===== src/rtl/rom_loader_pkg.sv =====
// Shared definitions for the boot-time instruction-memory loader.
// State codes are listed in frame order: LEN_HI, LEN_LO, then DATA_HI/DATA_LO
// pairs, then the optional CSUM byte.
package rom_loader_pkg;

    localparam int ADDR_W_DEF = 15;
    localparam int DATA_W_DEF = 16;
    localparam int BYTE_W     = 8;

    // Frame field order: length bytes first, then word bytes, high byte first
    localparam int FRAME_LEN_BYTES  = 2;
    localparam int FRAME_WORD_BYTES = 2;

    typedef logic [2:0] state_t;

    localparam state_t ST_IDLE    = 3'd0;
    localparam state_t ST_LEN_HI  = 3'd1;
    localparam state_t ST_LEN_LO  = 3'd2;
    localparam state_t ST_DATA_HI = 3'd3;
    localparam state_t ST_DATA_LO = 3'd4;
    localparam state_t ST_CSUM    = 3'd5;
    localparam state_t ST_DONE    = 3'd6;
    localparam state_t ST_ERROR   = 3'd7;

    // States in which the loader is waiting for a frame byte
    function automatic logic is_rx_state(input state_t st);
        logic r;
        case (st)
            ST_LEN_HI, ST_LEN_LO, ST_DATA_HI, ST_DATA_LO, ST_CSUM: r = 1'b1;
            default:                                               r = 1'b0;
        endcase
        return r;
    endfunction

    // Running XOR checksum step over one frame byte
    function automatic logic [BYTE_W-1:0] csum_step(input logic [BYTE_W-1:0] acc,
                                                    input logic [BYTE_W-1:0] b);
        return acc ^ b;
    endfunction

endpackage


===== src/rtl/rom_loader_timeout.sv =====
// Idle watchdog for the loader: counts cycles while enabled, restarts on clear,
// and flags expiry so the loader leaves its busy states exactly LIMIT cycles
// after the last clear.
module rom_loader_timeout #(
    parameter int LIMIT = 1000000
) (
    input  logic clk,
    input  logic rst_n,
    input  logic clear,
    input  logic enable,
    output logic expired
);

    localparam int CNT_W = $clog2(LIMIT + 1);
    localparam logic [CNT_W-1:0] LAST = CNT_W'(LIMIT - 1);

    logic [CNT_W-1:0] cnt_r;
    logic [CNT_W-1:0] cnt_s;
    logic             expired_r;

    // Next count: restart on clear, saturate at the last value, idle at zero
    always_comb begin
        cnt_s = cnt_r;
        if (clear) begin
            cnt_s = {CNT_W{1'b0}};
        end else if (enable) begin
            if (cnt_r == LAST) begin
                cnt_s = cnt_r;
            end else begin
                cnt_s = cnt_r + CNT_W'(1);
            end
        end else begin
            cnt_s = {CNT_W{1'b0}};
        end
    end

    // Count register and registered expiry flag
    always_ff @(posedge clk or negedge rst_n) begin
        if (!rst_n) begin
            cnt_r     <= {CNT_W{1'b0}};
            expired_r <= 1'b0;
        end else begin
            cnt_r     <= cnt_s;
            expired_r <= enable && !clear && (cnt_s == LAST);
        end
    end

    assign expired = expired_r;

endmodule


===== src/rtl/rom_loader.sv =====
// Boot-time program loader: parses a LEN/DATA byte frame from a valid/ready
// stream, writes 16-bit words to instruction memory from address 0 and holds
// the CPU in reset until the image is in place.
// Optional trailing XOR checksum byte: define ROM_LOADER_CHECKSUM_EN.
module rom_loader
    import rom_loader_pkg::*;
#(
    parameter int ADDR_W         = ADDR_W_DEF,
    parameter int DATA_W         = DATA_W_DEF,
    parameter int MEM_DEPTH      = 32768,
    parameter int TIMEOUT_CYCLES = 1000000
) (
    input  logic              clk,
    input  logic              rst_n,
    input  logic              start,
    input  logic [7:0]        rx_data,
    input  logic              rx_valid,
    output logic              rx_ready,
    output logic              mem_we,
    output logic [ADDR_W-1:0] mem_addr,
    output logic [DATA_W-1:0] mem_wdata,
    output logic              cpu_hold,
    output logic              busy,
    output logic              done,
    output logic              error,
    output logic [ADDR_W:0]   word_count
);

    localparam int WC_W = ADDR_W + 1;

    state_t              state_r,    state_s;
    logic [15:0]         len_r,      len_s;
    logic [BYTE_W-1:0]   hi_r,       hi_s;
    logic                mem_we_r,   mem_we_s;
    logic [ADDR_W-1:0]   addr_r,     addr_s;
    logic [DATA_W-1:0]   wdata_r,    wdata_s;
    logic [WC_W-1:0]     wc_r,       wc_s;
    logic                busy_r,     busy_s;
    logic                done_r,     done_s;
    logic                error_r,    error_s;
    logic                hold_r,     hold_s;
    logic                rx_ready_r, rx_ready_s;
`ifdef ROM_LOADER_CHECKSUM_EN
    logic [BYTE_W-1:0]   csum_r,     csum_s;
`endif

    logic        hs_s;
    logic        start_acc_s;
    logic        last_word_s;
    logic [15:0] len_full_s;
    logic        tmo_expired_s;

    rom_loader_timeout #(
        .LIMIT (TIMEOUT_CYCLES)
    ) u_timeout (
        .clk     (clk),
        .rst_n   (rst_n),
        .clear   (hs_s || start_acc_s),
        .enable  (busy_r),
        .expired (tmo_expired_s)
    );

    // Frame FSM, byte assembly and write-port sequencing
    always_comb begin
        state_s     = state_r;
        len_s       = len_r;
        hi_s        = hi_r;
        mem_we_s    = 1'b0;
        addr_s      = addr_r;
        wdata_s     = wdata_r;
        wc_s        = wc_r;
        busy_s      = busy_r;
        done_s      = done_r;
        error_s     = error_r;
        hold_s      = hold_r;
        rx_ready_s  = 1'b0;
`ifdef ROM_LOADER_CHECKSUM_EN
        csum_s      = csum_r;
`endif
        hs_s        = rx_valid && rx_ready_r;
        start_acc_s = 1'b0;
        len_full_s  = {len_r[15:8], rx_data};
        last_word_s = ((32'(wc_r) + 32'd1) == 32'(len_r));

        case (state_r)
            ST_IDLE, ST_DONE, ST_ERROR: begin
                if (start) begin
                    start_acc_s = 1'b1;
                    state_s     = ST_LEN_HI;
                    done_s      = 1'b0;
                    error_s     = 1'b0;
                    wc_s        = {WC_W{1'b0}};
                    addr_s      = {ADDR_W{1'b0}};
                    busy_s      = 1'b1;
                    hold_s      = 1'b1;
`ifdef ROM_LOADER_CHECKSUM_EN
                    csum_s      = {BYTE_W{1'b0}};
`endif
                end else begin
                    state_s = state_r;
                end
            end
            ST_LEN_HI: begin
                if (hs_s) begin
                    len_s   = {rx_data, len_r[7:0]};
                    state_s = ST_LEN_LO;
`ifdef ROM_LOADER_CHECKSUM_EN
                    csum_s  = csum_step(csum_r, rx_data);
`endif
                end else begin
                    state_s = state_r;
                end
            end
            ST_LEN_LO: begin
                if (hs_s) begin
                    len_s = len_full_s;
`ifdef ROM_LOADER_CHECKSUM_EN
                    csum_s = csum_step(csum_r, rx_data);
`endif
                    // An empty image or one larger than the memory is rejected up front
                    if ((len_full_s == 16'd0) || (32'(len_full_s) > 32'(MEM_DEPTH))) begin
                        state_s = ST_ERROR;
                    end else begin
                        state_s = ST_DATA_HI;
                    end
                end else begin
                    state_s = state_r;
                end
            end
            ST_DATA_HI: begin
                if (hs_s) begin
                    hi_s    = rx_data;
                    state_s = ST_DATA_LO;
`ifdef ROM_LOADER_CHECKSUM_EN
                    csum_s  = csum_step(csum_r, rx_data);
`endif
                end else begin
                    state_s = state_r;
                end
            end
            ST_DATA_LO: begin
                if (mem_we_r) begin
                    // Write cycle ends: advance, but never step the address past the last word
                    wc_s = wc_r + WC_W'(1);
                    if (last_word_s) begin
`ifdef ROM_LOADER_CHECKSUM_EN
                        state_s = ST_CSUM;
`else
                        state_s = ST_DONE;
`endif
                    end else begin
                        addr_s  = addr_r + ADDR_W'(1);
                        state_s = ST_DATA_HI;
                    end
                end else if (hs_s) begin
                    wdata_s  = DATA_W'({hi_r, rx_data});
                    mem_we_s = 1'b1;
`ifdef ROM_LOADER_CHECKSUM_EN
                    csum_s   = csum_step(csum_r, rx_data);
`endif
                end else begin
                    state_s = state_r;
                end
            end
`ifdef ROM_LOADER_CHECKSUM_EN
            ST_CSUM: begin
                if (hs_s) begin
                    if (rx_data == csum_r) begin
                        state_s = ST_DONE;
                    end else begin
                        state_s = ST_ERROR;
                    end
                end else begin
                    state_s = state_r;
                end
            end
`endif
            default: begin
                state_s = ST_IDLE;
            end
        endcase

        // Stalled stream: abandon the load; words already written stay in memory
        if (busy_r && tmo_expired_s) begin
            state_s  = ST_ERROR;
            mem_we_s = 1'b0;
        end else begin
            mem_we_s = mem_we_s;
        end

        case (state_s)
            ST_DONE: begin
                busy_s = 1'b0;
                done_s = 1'b1;
                hold_s = 1'b0;
            end
            ST_ERROR: begin
                busy_s  = 1'b0;
                error_s = 1'b1;
                hold_s  = 1'b1;
            end
            default: begin
                busy_s = busy_s;
            end
        endcase

        // No byte is taken while a word is being written
        rx_ready_s = is_rx_state(state_s) && !mem_we_s;
    end

    // State and output registers
    always_ff @(posedge clk or negedge rst_n) begin
        if (!rst_n) begin
            state_r    <= ST_IDLE;
            len_r      <= 16'd0;
            hi_r       <= {BYTE_W{1'b0}};
            mem_we_r   <= 1'b0;
            addr_r     <= {ADDR_W{1'b0}};
            wdata_r    <= {DATA_W{1'b0}};
            wc_r       <= {WC_W{1'b0}};
            busy_r     <= 1'b0;
            done_r     <= 1'b0;
            error_r    <= 1'b0;
            hold_r     <= 1'b1;
            rx_ready_r <= 1'b0;
`ifdef ROM_LOADER_CHECKSUM_EN
            csum_r     <= {BYTE_W{1'b0}};
`endif
        end else begin
            state_r    <= state_s;
            len_r      <= len_s;
            hi_r       <= hi_s;
            mem_we_r   <= mem_we_s;
            addr_r     <= addr_s;
            wdata_r    <= wdata_s;
            wc_r       <= wc_s;
            busy_r     <= busy_s;
            done_r     <= done_s;
            error_r    <= error_s;
            hold_r     <= hold_s;
            rx_ready_r <= rx_ready_s;
`ifdef ROM_LOADER_CHECKSUM_EN
            csum_r     <= csum_s;
`endif
        end
    end

    assign rx_ready   = rx_ready_r;
    assign mem_we     = mem_we_r;
    assign mem_addr   = addr_r;
    assign mem_wdata  = wdata_r;
    assign cpu_hold   = hold_r;
    assign busy       = busy_r;
    assign done       = done_r;
    assign error      = error_r;
    assign word_count = wc_r;

endmodule

===== config.mk =====
export PLATFORM = sky130hd
export DESIGN_NAME = rom_loader
export DESIGN_NICKNAME = d
export VERILOG_FILES = /design/src/rtl/rom_loader_pkg.sv /design/src/rtl/rom_loader_timeout.sv /design/src/rtl/rom_loader.sv
export SDC_FILE = /design/constraint.sdc
export NUM_CORES = 1
export LEC_CHECK = 0
export BUFFER_PORTS_ARGS = -buffer_cell sky130_fd_sc_hd__buf_2
export CORE_MARGIN = 5
export CORE_UTILIZATION = 58
export CTS_CLUSTER_DIAMETER = 50
export DETAILED_ROUTE_END_ITERATION = 10
export MAX_ROUTING_LAYER = met4
export PLACE_DENSITY_LB_ADDON = 0.05
export SETUP_SLACK_MARGIN = 0.05
export SKIP_CTS_REPAIR_TIMING = 1
export SYNTH_ARGS = -nofsm -noshare
export SYNTH_HDL_FRONTEND = slang
export SYNTH_SLANG_ARGS = --single-unit

===== constraint.sdc =====
create_clock -name clk -period 2.8 [get_ports clk]
set_input_delay 0.14 -clock clk [delete_from_list [all_inputs] [get_ports clk]]
set_output_delay 0.14 -clock clk [all_outputs]
set_load 0.01 [all_outputs]

==> results of run 1 <==
-- registers in the layout (all words and copies together), names as in the netlist --
name,count
state_r,3
rx_ready,1
hi_r,8
busy,1
word_count,16
error,1
len_r,16
mem_wdata,16
done,1
cpu_hold,1
u_timeout.expired,1
mem_we,1
u_timeout.cnt_r,20
mem_addr,15
-- cell type report --
type | count | area, um^2 | area share (%)
Clock buffer | 9 | 123.9 | 2.048
Clock inverter | 7 | 71.32 | 1.179
Inverter | 5 | 18.77 | 0.3102
Multi-Input combinational cell | 411 | 2679 | 44.28
Sequential cell | 101 | 2532 | 41.86
Tap cell | 111 | 138.9 | 2.296
Timing Repair Buffer | 84 | 485.5 | 8.025
-- power by group through the flow --
stage	sequential (uW)	clock, uW	combinational, uW
after detailed placement	2110	0	1440
after global placement	2090	0	1400
after CTS	2080	925	1450
after floorplan	2080	0	983
after global routing	2130	985	1660
final	2080	900	1490
-- layer usage --
metal  up-vias  track usage (%)  routed length, um
met4         0            5.643                128
li1       2129                -                  -
met2       113            36.65               5907
met5         -                -                  0
met3         8            3.157                586
met1      2139            32.99               5721
-- kinds of logic after synthesis --
kind of cell	count (synthesis)	synth area share, %
AO/OA/AOI/OAI	112	12.97
XOR/XNOR	36	5.880
adder cells (fa/ha/maj)	3	0.7000
buffers and inverters	35	3.080
flip-flops	101	47.15
multiplexers	37	7.676
AND/OR/NAND/NOR	223	22.54
-- worst paths after layout --
kind                               start                  to  slack, ns
max                        word_count[0]         mem_addr[3]       0.15
min in group clk              rx_data[7]           len_r[15]       0.06
max reg2reg                word_count[0]         mem_addr[3]       0.15
min reg2reg                 mem_wdata[3]        mem_wdata[3]       0.51
min                                rst_n      word_count[13]       -0.1
max in group asynchronous          rst_n  u_timeout.cnt_r[5]       2.07
-- metrics by stage --
step / setup slack [ns] / hold slack [ns] / cells
floorplan: 0.2262 / -0.1556 / 547
detailed placement: 0.1229 / 0.3550 / 709
CTS: 0.1111 / -0.05681 / 725
global route: 0.03077 / 0.006624 / 728
finish: 0.1524 / -0.09773 / 728
global placement: 0.2248 / 0.3435 / 709
-- critical path, cell delays in order, from the launching register on --
cell and delay, ns:
dfrtp_2 0.46, ha_1 0.25, and3_2 0.23, and4_1 0.23
a21oi_1 0.13, a31oi_1 0.06, nand4b_1 0.22, buf_4 0.17
nor3_4 0.04, buf_12 0.17, or4_1 0.47, a21oi_1 0.15
-- cell usage in the layout, fill, tap and decap left out, types with 5 or more instances in the layout --
master | Yosys | final
a21oi_1 | 19 | 19
a31oi_1 | 5 | 5
and3_1 | 11 | 10
buf_2 | 8 | 63
buf_4 | 2 | 20
clkbuf_8 | 0 | 9
dfrtp_1 | 100 | 97
inv_1 | 5 | 5
mux2_2 | 33 | 33
nand2_1 | 59 | 59
nand3_1 | 24 | 24
nand4_1 | 11 | 11
nor2_1 | 46 | 45
nor2b_1 | 7 | 7
nor3_1 | 6 | 5
nor4_1 | 6 | 6
o211ai_1 | 9 | 9
o21ai_0 | 48 | 48
o31ai_1 | 6 | 6
or3_1 | 8 | 8
or4_1 | 13 | 13
xnor2_1 | 24 | 24
xor2_1 | 12 | 12
==> impl_metrics.yaml, run 1 <==
yosys:
  syn-num-nets: 562
  ys_dominant_reg_cell: "dfrtp_1"
  post-synth-top-count-cell: "dfrtp_1"
  synth_area_leader_cell: "dfrtp_1"
  synth-edff-count: 0
  synth_seq_cells: 101
  ys_warn_count: 0
  ys_seq_area_share_pct: 47.15
  synth.top_cells.by_count: "dfrtp_1, nand2_1, o21ai_0"
  synth.distinct_cells: 62
  synthTopCellsByArea: "dfrtp_1, mux2_2, o21ai_0, nand2_1, xnor2_1"
  netlist_instances: 547
  synth_top_area_share_pct: 46.66
  avgSynthCellArea_um2: 9.804
  synthArstFlopShare_pct: 100.0
  syn_area_um2: 5363
die:
  start_util_pct: 58.87
  die_x_um: 106.2
  coreArea_um2: 9109
  ios: 65
  die-area_um2: 11270
  die_h_um: 106.2
  rows: 35
status:
  violations: "hold timing"
  run_status: "complete, but fails checks"
timing:
  finalHoldViolations: 73
  finalSetupTns_ns: 0
  worst_pin_slew_ns: 0.9654
  max_freq_mhz: 377.7
  grt_setup_unrepaired: "yes"
  finalCritPeriodShare_pct: 94.56
  hold_ws_ns: -0.09773
  max_slew_margin_pct: 35.64
  fin_skew_ns: 0.01556
  setup_violations: 0
  min_period_ns: 2.648
  slew_viol_final: 0
clock_network:
  clock_sinks: 101
  cts.path.max_buffers: 2
  path_clk_slew_ns: 0.11
  clk_latency_ns: 0.37
  cts_tree: "built"
  clockRootBuffer: "clkbuf_8"
  h-tree-depth: 3
  cts_buffers: 9
global_route:
  track_usage_pct: 23.51
  grt_pass1_vias: 4282
  grt.overflow.total: 0
  grt_max_degree: 77
  grt_pass1_wl_um: 21160
  antenna_found_initial: 0
power:
  p_total_uw: 4469
  power.share.sequential_pct: 46.5
  switching_power_uw: 1648
  p_int_uw: 2821
  swShare_pct: 36.88
  peakVddDrop_mv: 0.5865
  leakagePower_uw: 0.002729
  p_clk_share_pct: 20.1
  cellPowerDensity_nw_per_um2: 738.8
  power_frac_comb_pct: 33.3
setup_path:
  reg2reg_depth: 11
  criticalPathCategory: "flip-flop to flip-flop"
  crit_required_ns: 3.09
  start_kind: "flip-flop"
  arrival_ns: 2.94
  cp-end-kind: "flip-flop"
  worstPathMaxFanout: 26
cells_and_area:
  fin_nets: 627
  fin_area_um2: 6050
  fillerInstances: 735
  syn2layout_area_growth_pct: 12.81
  drive_gt1_share_pct: 25.45
  post-route-util_pct: 66.41
  antenna_cells: 0
hold_path:
  min_path_type: "input port to asynchronous set/reset pin"
routing:
  routedWlPerCell_um: 16.96
  num_vias: 4389
  finalWirelength_um: 12350
  drtPass1Iterations: 5
  drtIter0Drc: 270
  drc: 0
  antenna_left: 0
  vias_per_cell: 6.029
flow_run:
  maxCapViolCount: 0
placed_design:
  placed_area_um2: 5823
  gp_congestion: 0.9101
  hpwl_um: 8752
  portBuffers: 64
Note: power is estimated with default switching activity, not from simulation.
==> run 2, diff against run 1 <==
--- a/config.mk
+++ b/config.mk
@@ -5,14 +5,14 @@
 export SDC_FILE = /design/constraint.sdc
 export NUM_CORES = 1
 export LEC_CHECK = 0
-export BUFFER_PORTS_ARGS = -buffer_cell sky130_fd_sc_hd__buf_2
 export CORE_MARGIN = 5
-export CORE_UTILIZATION = 58
+export CORE_UTILIZATION = 64
 export CTS_CLUSTER_DIAMETER = 50
 export DETAILED_ROUTE_END_ITERATION = 10
+export DONT_BUFFER_PORTS = 1
 export MAX_ROUTING_LAYER = met4
 export PLACE_DENSITY_LB_ADDON = 0.05
-export SETUP_SLACK_MARGIN = 0.05
+export SETUP_SLACK_MARGIN = 0.4
 export SKIP_CTS_REPAIR_TIMING = 1
 export SYNTH_ARGS = -nofsm -noshare
 export SYNTH_HDL_FRONTEND = slang
==> run 2 against run 1 <==
The run still ends with hold timing left. Routed wire length is 3.8% higher. Hold slack worse by 0.46 ns. Clock-buffer cell count stayed put. Die area is 8.5% lower. Utilization is 7.8 points higher. Final cell count is 7.1% lower. Clock power is 10% higher.
==> impl_metrics.yaml, run 2 (synthesis gave the netlist of run 1 again) <==
status:
  run_status: "complete, but fails checks"
  violations: "hold timing"
clock_network:
  path_clk_slew_ns: 0.12
  clk_latency_ns: 0.37
  cts_buffers: 9
  clock_sinks: 101
  cts.path.max_buffers: 2
  h-tree-depth: 3
  clockRootBuffer: "clkbuf_8"
  cts_tree: "built"
die:
  ios: 65
  die-area_um2: 10310
  coreArea_um2: 8175
  rows: 33
  start_util_pct: 65.60
  die_x_um: 101.5
  die_h_um: 101.5
cells_and_area:
  fillerInstances: 571
  final_cell_mix: "dfrtp_1, nand2_1, o21ai_0, nor2_1, mux2_2"
  syn2layout_area_growth_pct: 13.16
  top_register: "u_timeout.cnt_r"
  fin_nets: 581
  antenna_cells: 0
  final_common_cell: "dfrtp_1"
  largest_reg_flops: 20
  drive_gt1_share_pct: 23.82
global_route:
  use_met1_pct: 33.20
  grt.overflow.total: 0
  grt_pass1_wl_um: 20760
  busiest_layer: "met2"
  grtUsageMet2_pct: 40.29
  grt_max_degree: 102
  grt_pass1_vias: 4199
  antenna_found_initial: 0
  met3_usage_pct: 7.163
  track_usage_pct: 25.66
hold_path:
  min_path_type: "input port to asynchronous set/reset pin"
routing:
  num_vias: 4277
  finalWirelength_um: 12820
  routedWlPerCell_um: 18.96
  drtIter0Drc: 198
  drc: 0
  drtPass1Iterations: 5
  antenna_left: 0
  vias_per_cell: 6.327
setup_path:
  cp_top_family: "simple AND/OR/NAND/NOR gates"
  crit_top_cell: "and3_4"
  critical-path-max-stage-delay_ns: 0.52
  crit_chain: "ha_4 > and3_4 > and4_4 > a21oi_1 > a31oi_1 > nand4b_1 > buf_6 > o21ai_2 > and3_4 > inv_1 > a32o_1"
  cp-end-kind: "flip-flop"
  reg2reg_slack_ns: 0.33
  worstPathMaxFanout: 7
  start_kind: "flip-flop"
  path_buf_inv: 2
  cp_slowest_cell: "dfrtp_2"
  crit_required_ns: 3.07
  rr_endpoint: "error"
  timing.rr.start: "word_count[1]"
  reg2reg_depth: 11
  criticalPathCategory: "flip-flop to flip-flop"
  arrival_ns: 2.74
timing:
  worst_pin_slew_ns: 0.5433
  max_freq_mhz: 404.3
  finalSetupTns_ns: 0
  grt_setup_unrepaired: "yes"
  setup_violations: 0
  finalHoldViolations: 101
  fin_skew_ns: 0.01944
  max_slew_margin_pct: 63.78
  min_period_ns: 2.473
  hold_ws_ns: -0.5611
  slew_viol_final: 0
  finalCritPeriodShare_pct: 88.33
power:
  p_int_uw: 2795
  power_frac_comb_pct: 29.6
  swShare_pct: 38.06
  p_clk_share_pct: 21.9
  power.share.sequential_pct: 48.5
  cellPowerDensity_nw_per_um2: 743.7
  peakVddDrop_mv: 0.6214
  switching_power_uw: 1718
  leakagePower_uw: 0.002512
flow_run:
  maxCapViolCount: 0
placed_design:
  gp_congestion: 0.8808
  hpwl_um: 8611
  portBuffers: 0
[run 2: power groups by stage]
stage / Sequential [uW] / Clock (uW) / Combinational (uW)
floorplan: 2080 / 0 / 983
global placement: 2180 / 0 / 1160
detailed placement: 2200 / 0 / 1200
CTS: 2170 / 1000 / 1210
global route: 2250 / 1050 / 1460
finish: 2190 / 990 / 1330
[run 2: worst register-to-register path, stage by stage, from the launching register on]
cell and delay, ns:
dfrtp_2 0.52, ha_4 0.20, and3_4 0.23, and4_4 0.25, a21oi_1 0.06, a31oi_1 0.15
nand4b_1 0.15, buf_6 0.17, o21ai_2 0.14, and3_4 0.21, inv_1 0.06, a32o_1 0.24
[run 2: layout make-up]
| cell class | instances | area (um^2) | area share (%) |
|---|---|---|---|
| Inverter | 5 | 18.77 | 0.3093 |
| Multi-Input combinational cell | 411 | 2831 | 46.66 |
| Sequential cell | 101 | 2545 | 41.94 |
| Clock buffer | 9 | 123.9 | 2.041 |
| Tap cell | 105 | 131.4 | 2.165 |
| Timing Repair Buffer | 38 | 321.6 | 5.299 |
| Clock inverter | 7 | 96.34 | 1.588 |
[run 2: worst max-delay path by stage]
stage / start / to / slack (ns) / cells after the start
after detailed placement: word_count[1] / error / 0.11 / 10
after global routing: word_count[1] / error / 0.25 / 11
after global placement: word_count[1] / error / 0.21 / 10
after CTS: word_count[1] / error / 0.1 / 10
final: word_count[1] / error / 0.33 / 11
after floorplan: word_count[0] / error / 0.44 / 11
[run 2: per-stage QoR]
stage	utilization, %	cells	area (um^2)	total power [uW]	worst slack, ns
floorplan	-	547	5380	3059	0.4367
global placement	67.95	645	5555	3339	0.2101
detailed placement	67.95	645	5555	3394	0.1089
CTS	70.65	661	5776	4379	0.09944
global route	74.23	676	6068	4761	0.2489
finish	74.23	676	6068	4513	0.3266
[run 2: routing by layer]
layer | wire (um) | share of wire (%) | vias to the layer above
met5 | 0 | 0 | -
met4 | 172 | 1.3 | 0
met3 | 838 | 6.5 | 21
met2 | 6145 | 48 | 123
met1 | 5661 | 44 | 2117
li1 | - | - | 2016
==> run 3, diff against run 2 <==
--- a/config.mk
+++ b/config.mk
@@ -6,7 +6,7 @@
 export NUM_CORES = 1
 export LEC_CHECK = 0
 export CORE_MARGIN = 5
-export CORE_UTILIZATION = 64
+export CORE_UTILIZATION = 65
 export CTS_CLUSTER_DIAMETER = 50
 export DETAILED_ROUTE_END_ITERATION = 10
 export DONT_BUFFER_PORTS = 1
==> constraint.sdc (replaced) <==
create_clock -name clk -period 3.2 [get_ports clk]
set_input_delay 0.16 -clock clk [delete_from_list [all_inputs] [get_ports clk]]
set_output_delay 0.16 -clock clk [all_outputs]
set_load 0.01 [all_outputs]
==> run 3 against run 2 <==
The run now ends clean. Register-to-register slack improved by 0.24 ns. Sequential share of layout area is 1.9 points higher. Clock power is 17% lower. Fmax decreased by 6.1%. Critical endpoint is now u_timeout.expired.
==> impl_metrics.yaml, run 3 (synthesis gave the netlist of run 1 again) <==
power:
  peakVddDrop_mv: 0.5382
  leakagePower_uw: 0.002415
  cellPowerDensity_nw_per_um2: 660.0
  p_total_uw: 3810
placed_design:
  placed_area_um2: 5428
  post-place-ws_ns: 0.4171
  portBuffers: 0
  gp_congestion: 0.9003
  hpwl_um: 8333
clock_network:
  clockRootBuffer: "clkbuf_8"
  h-tree-depth: 3
  path_clk_slew_ns: 0.11
  cts_buffers: 9
  clk_latency_ns: 0.37
  cts.path.max_buffers: 2
  cts_tree: "built"
  clock_sinks: 101
setup_path:
  path_buf_inv: 0
  arrival_ns: 2.88
  reg2reg_slack_ns: 0.57
  crit_required_ns: 3.44
  critical-path-max-stage-delay_ns: 0.52
  cp_slowest_cell: "dfrtp_1"
  criticalPathCategory: "flip-flop to flip-flop"
  crit_chain: "or2_2 > o21ai_1 > nand2_1 > nand3_1 > a21oi_1 > or4_1 > nor4_1"
  cp-end-kind: "flip-flop"
  worstPathMaxFanout: 12
  start_kind: "flip-flop"
  cp_top_family: "simple AND/OR/NAND/NOR gates"
cells_and_area:
  final_cell_mix: "dfrtp_1, nand2_1, o21ai_0, nor2_1, mux2_2"
  antenna_cells: 0
  regArea_um2: 2532
  top_register: "u_timeout.cnt_r"
  final_common_cell: "dfrtp_1"
  fin_area_um2: 5772
  largest_reg_flops: 20
  fillerInstances: 599
  syn2layout_area_growth_pct: 7.630
  drive_gt1_share_pct: 15.70
  fin_nets: 564
  multiInputGateArea_um2: 2685
timing:
  hold_ws_ns: 0.1765
  setup_violations: 0
  finalWorstSetupSlack_ns: 0.5654
  finalHoldViolations: 0
  finalSetupTns_ns: 0
  worst_pin_slew_ns: 0.8534
  min_period_ns: 2.635
  max_freq_mhz: 379.6
  slew_viol_final: 0
  grt_setup_unrepaired: "no"
  max_slew_margin_pct: 42.95
  finalCritPeriodShare_pct: 82.33
  fin_skew_ns: 0.02113
die:
  start_util_pct: 65.93
  die_h_um: 100.8
  coreArea_um2: 8134
  die-area_um2: 10170
  ios: 65
  rows: 33
  die_x_um: 100.8
hold_path:
  min_path_type: "input port to flip-flop"
routing:
  drc: 0
  finalWirelength_um: 12440
  drtPass1Iterations: 4
  antenna_left: 0
  num_vias: 4179
  routedWlPerCell_um: 18.88
  drtIter0Drc: 254
  vias_per_cell: 6.341
global_route:
  grt.overflow.total: 0
  grt_max_degree: 102
  antenna_found_initial: 0
  grt_pass1_wl_um: 20030
  grt_pass1_vias: 4040
  track_usage_pct: 25.25
status:
  run_status: "completed"
flow_run:
  maxCapViolCount: 0
==> run 3: changes by cell type in the layout (fill, tap and decap cells not counted), moves of 3 or more <==
cell | before | now
and4_4 | 3 | 0
buf_4 | 28 | 11
nand3_1 | 21 | 24
and3_4 | 3 | 0
nor2_1 | 41 | 45
dfrtp_2 | 13 | 3
dfrtp_1 | 87 | 97
==> run 3: area by class of cell <==
class | count | area share (%)
Clock buffer | 9 | 2.146
Inverter | 5 | 0.3252
Tap cell | 105 | 2.276
Timing Repair Buffer | 21 | 3.468
Sequential cell | 101 | 43.88
Multi-Input combinational cell | 411 | 46.52
Clock inverter | 7 | 1.387
==> run 3: power breakdown <==
group / leakage [uW] / total (uW) / internal (uW) / switching, uW
Combinational: 0.000980 / 1070 / 490 / 577
Sequential: 0.00134 / 1920 / 1570 / 352
Clock: 0.0000994 / 819 / 311 / 508
Total: 0.00241 / 3810 / 2370 / 1440
==> run 3: final timing paths <==
kind / startpoint / endpoint / cells past startpoint
max reg2reg: state_r[1] / u_timeout.expired / 7
min reg2reg: hi_r[2] / hi_r[2] / 1
max in group asynchronous: rst_n / u_timeout.cnt_r[2] / 2
min in group asynchronous: rst_n / word_count[9] / 2
min: start / mem_addr[7] / 4
max: state_r[1] / u_timeout.expired / 7
==> run 3: through the flow <==
step	instances	util [%]
2_1_floorplan	547	-
3_3_place_gp	632	66.73
3_5_place_dp	632	66.73
4_1_cts	648	69.24
5_1_grt	659	70.96
6_report	659	70.96
==> run 3: layer usage <==
layer	wire length (um)	vias to the layer above	global-route usage [%]
met5	0	-	-
met3	887	11	6.851
met1	5435	2047	33.77
met2	6004	126	38.48
li1	-	1995	-
met4	111	0	6.321
==> run 3: tightest hold or removal path, stage by stage <==
cell,delay [ns]
nand2_1,0.04
buf_4,0.18
nand2_1,0.07
mux2i_1,0.06
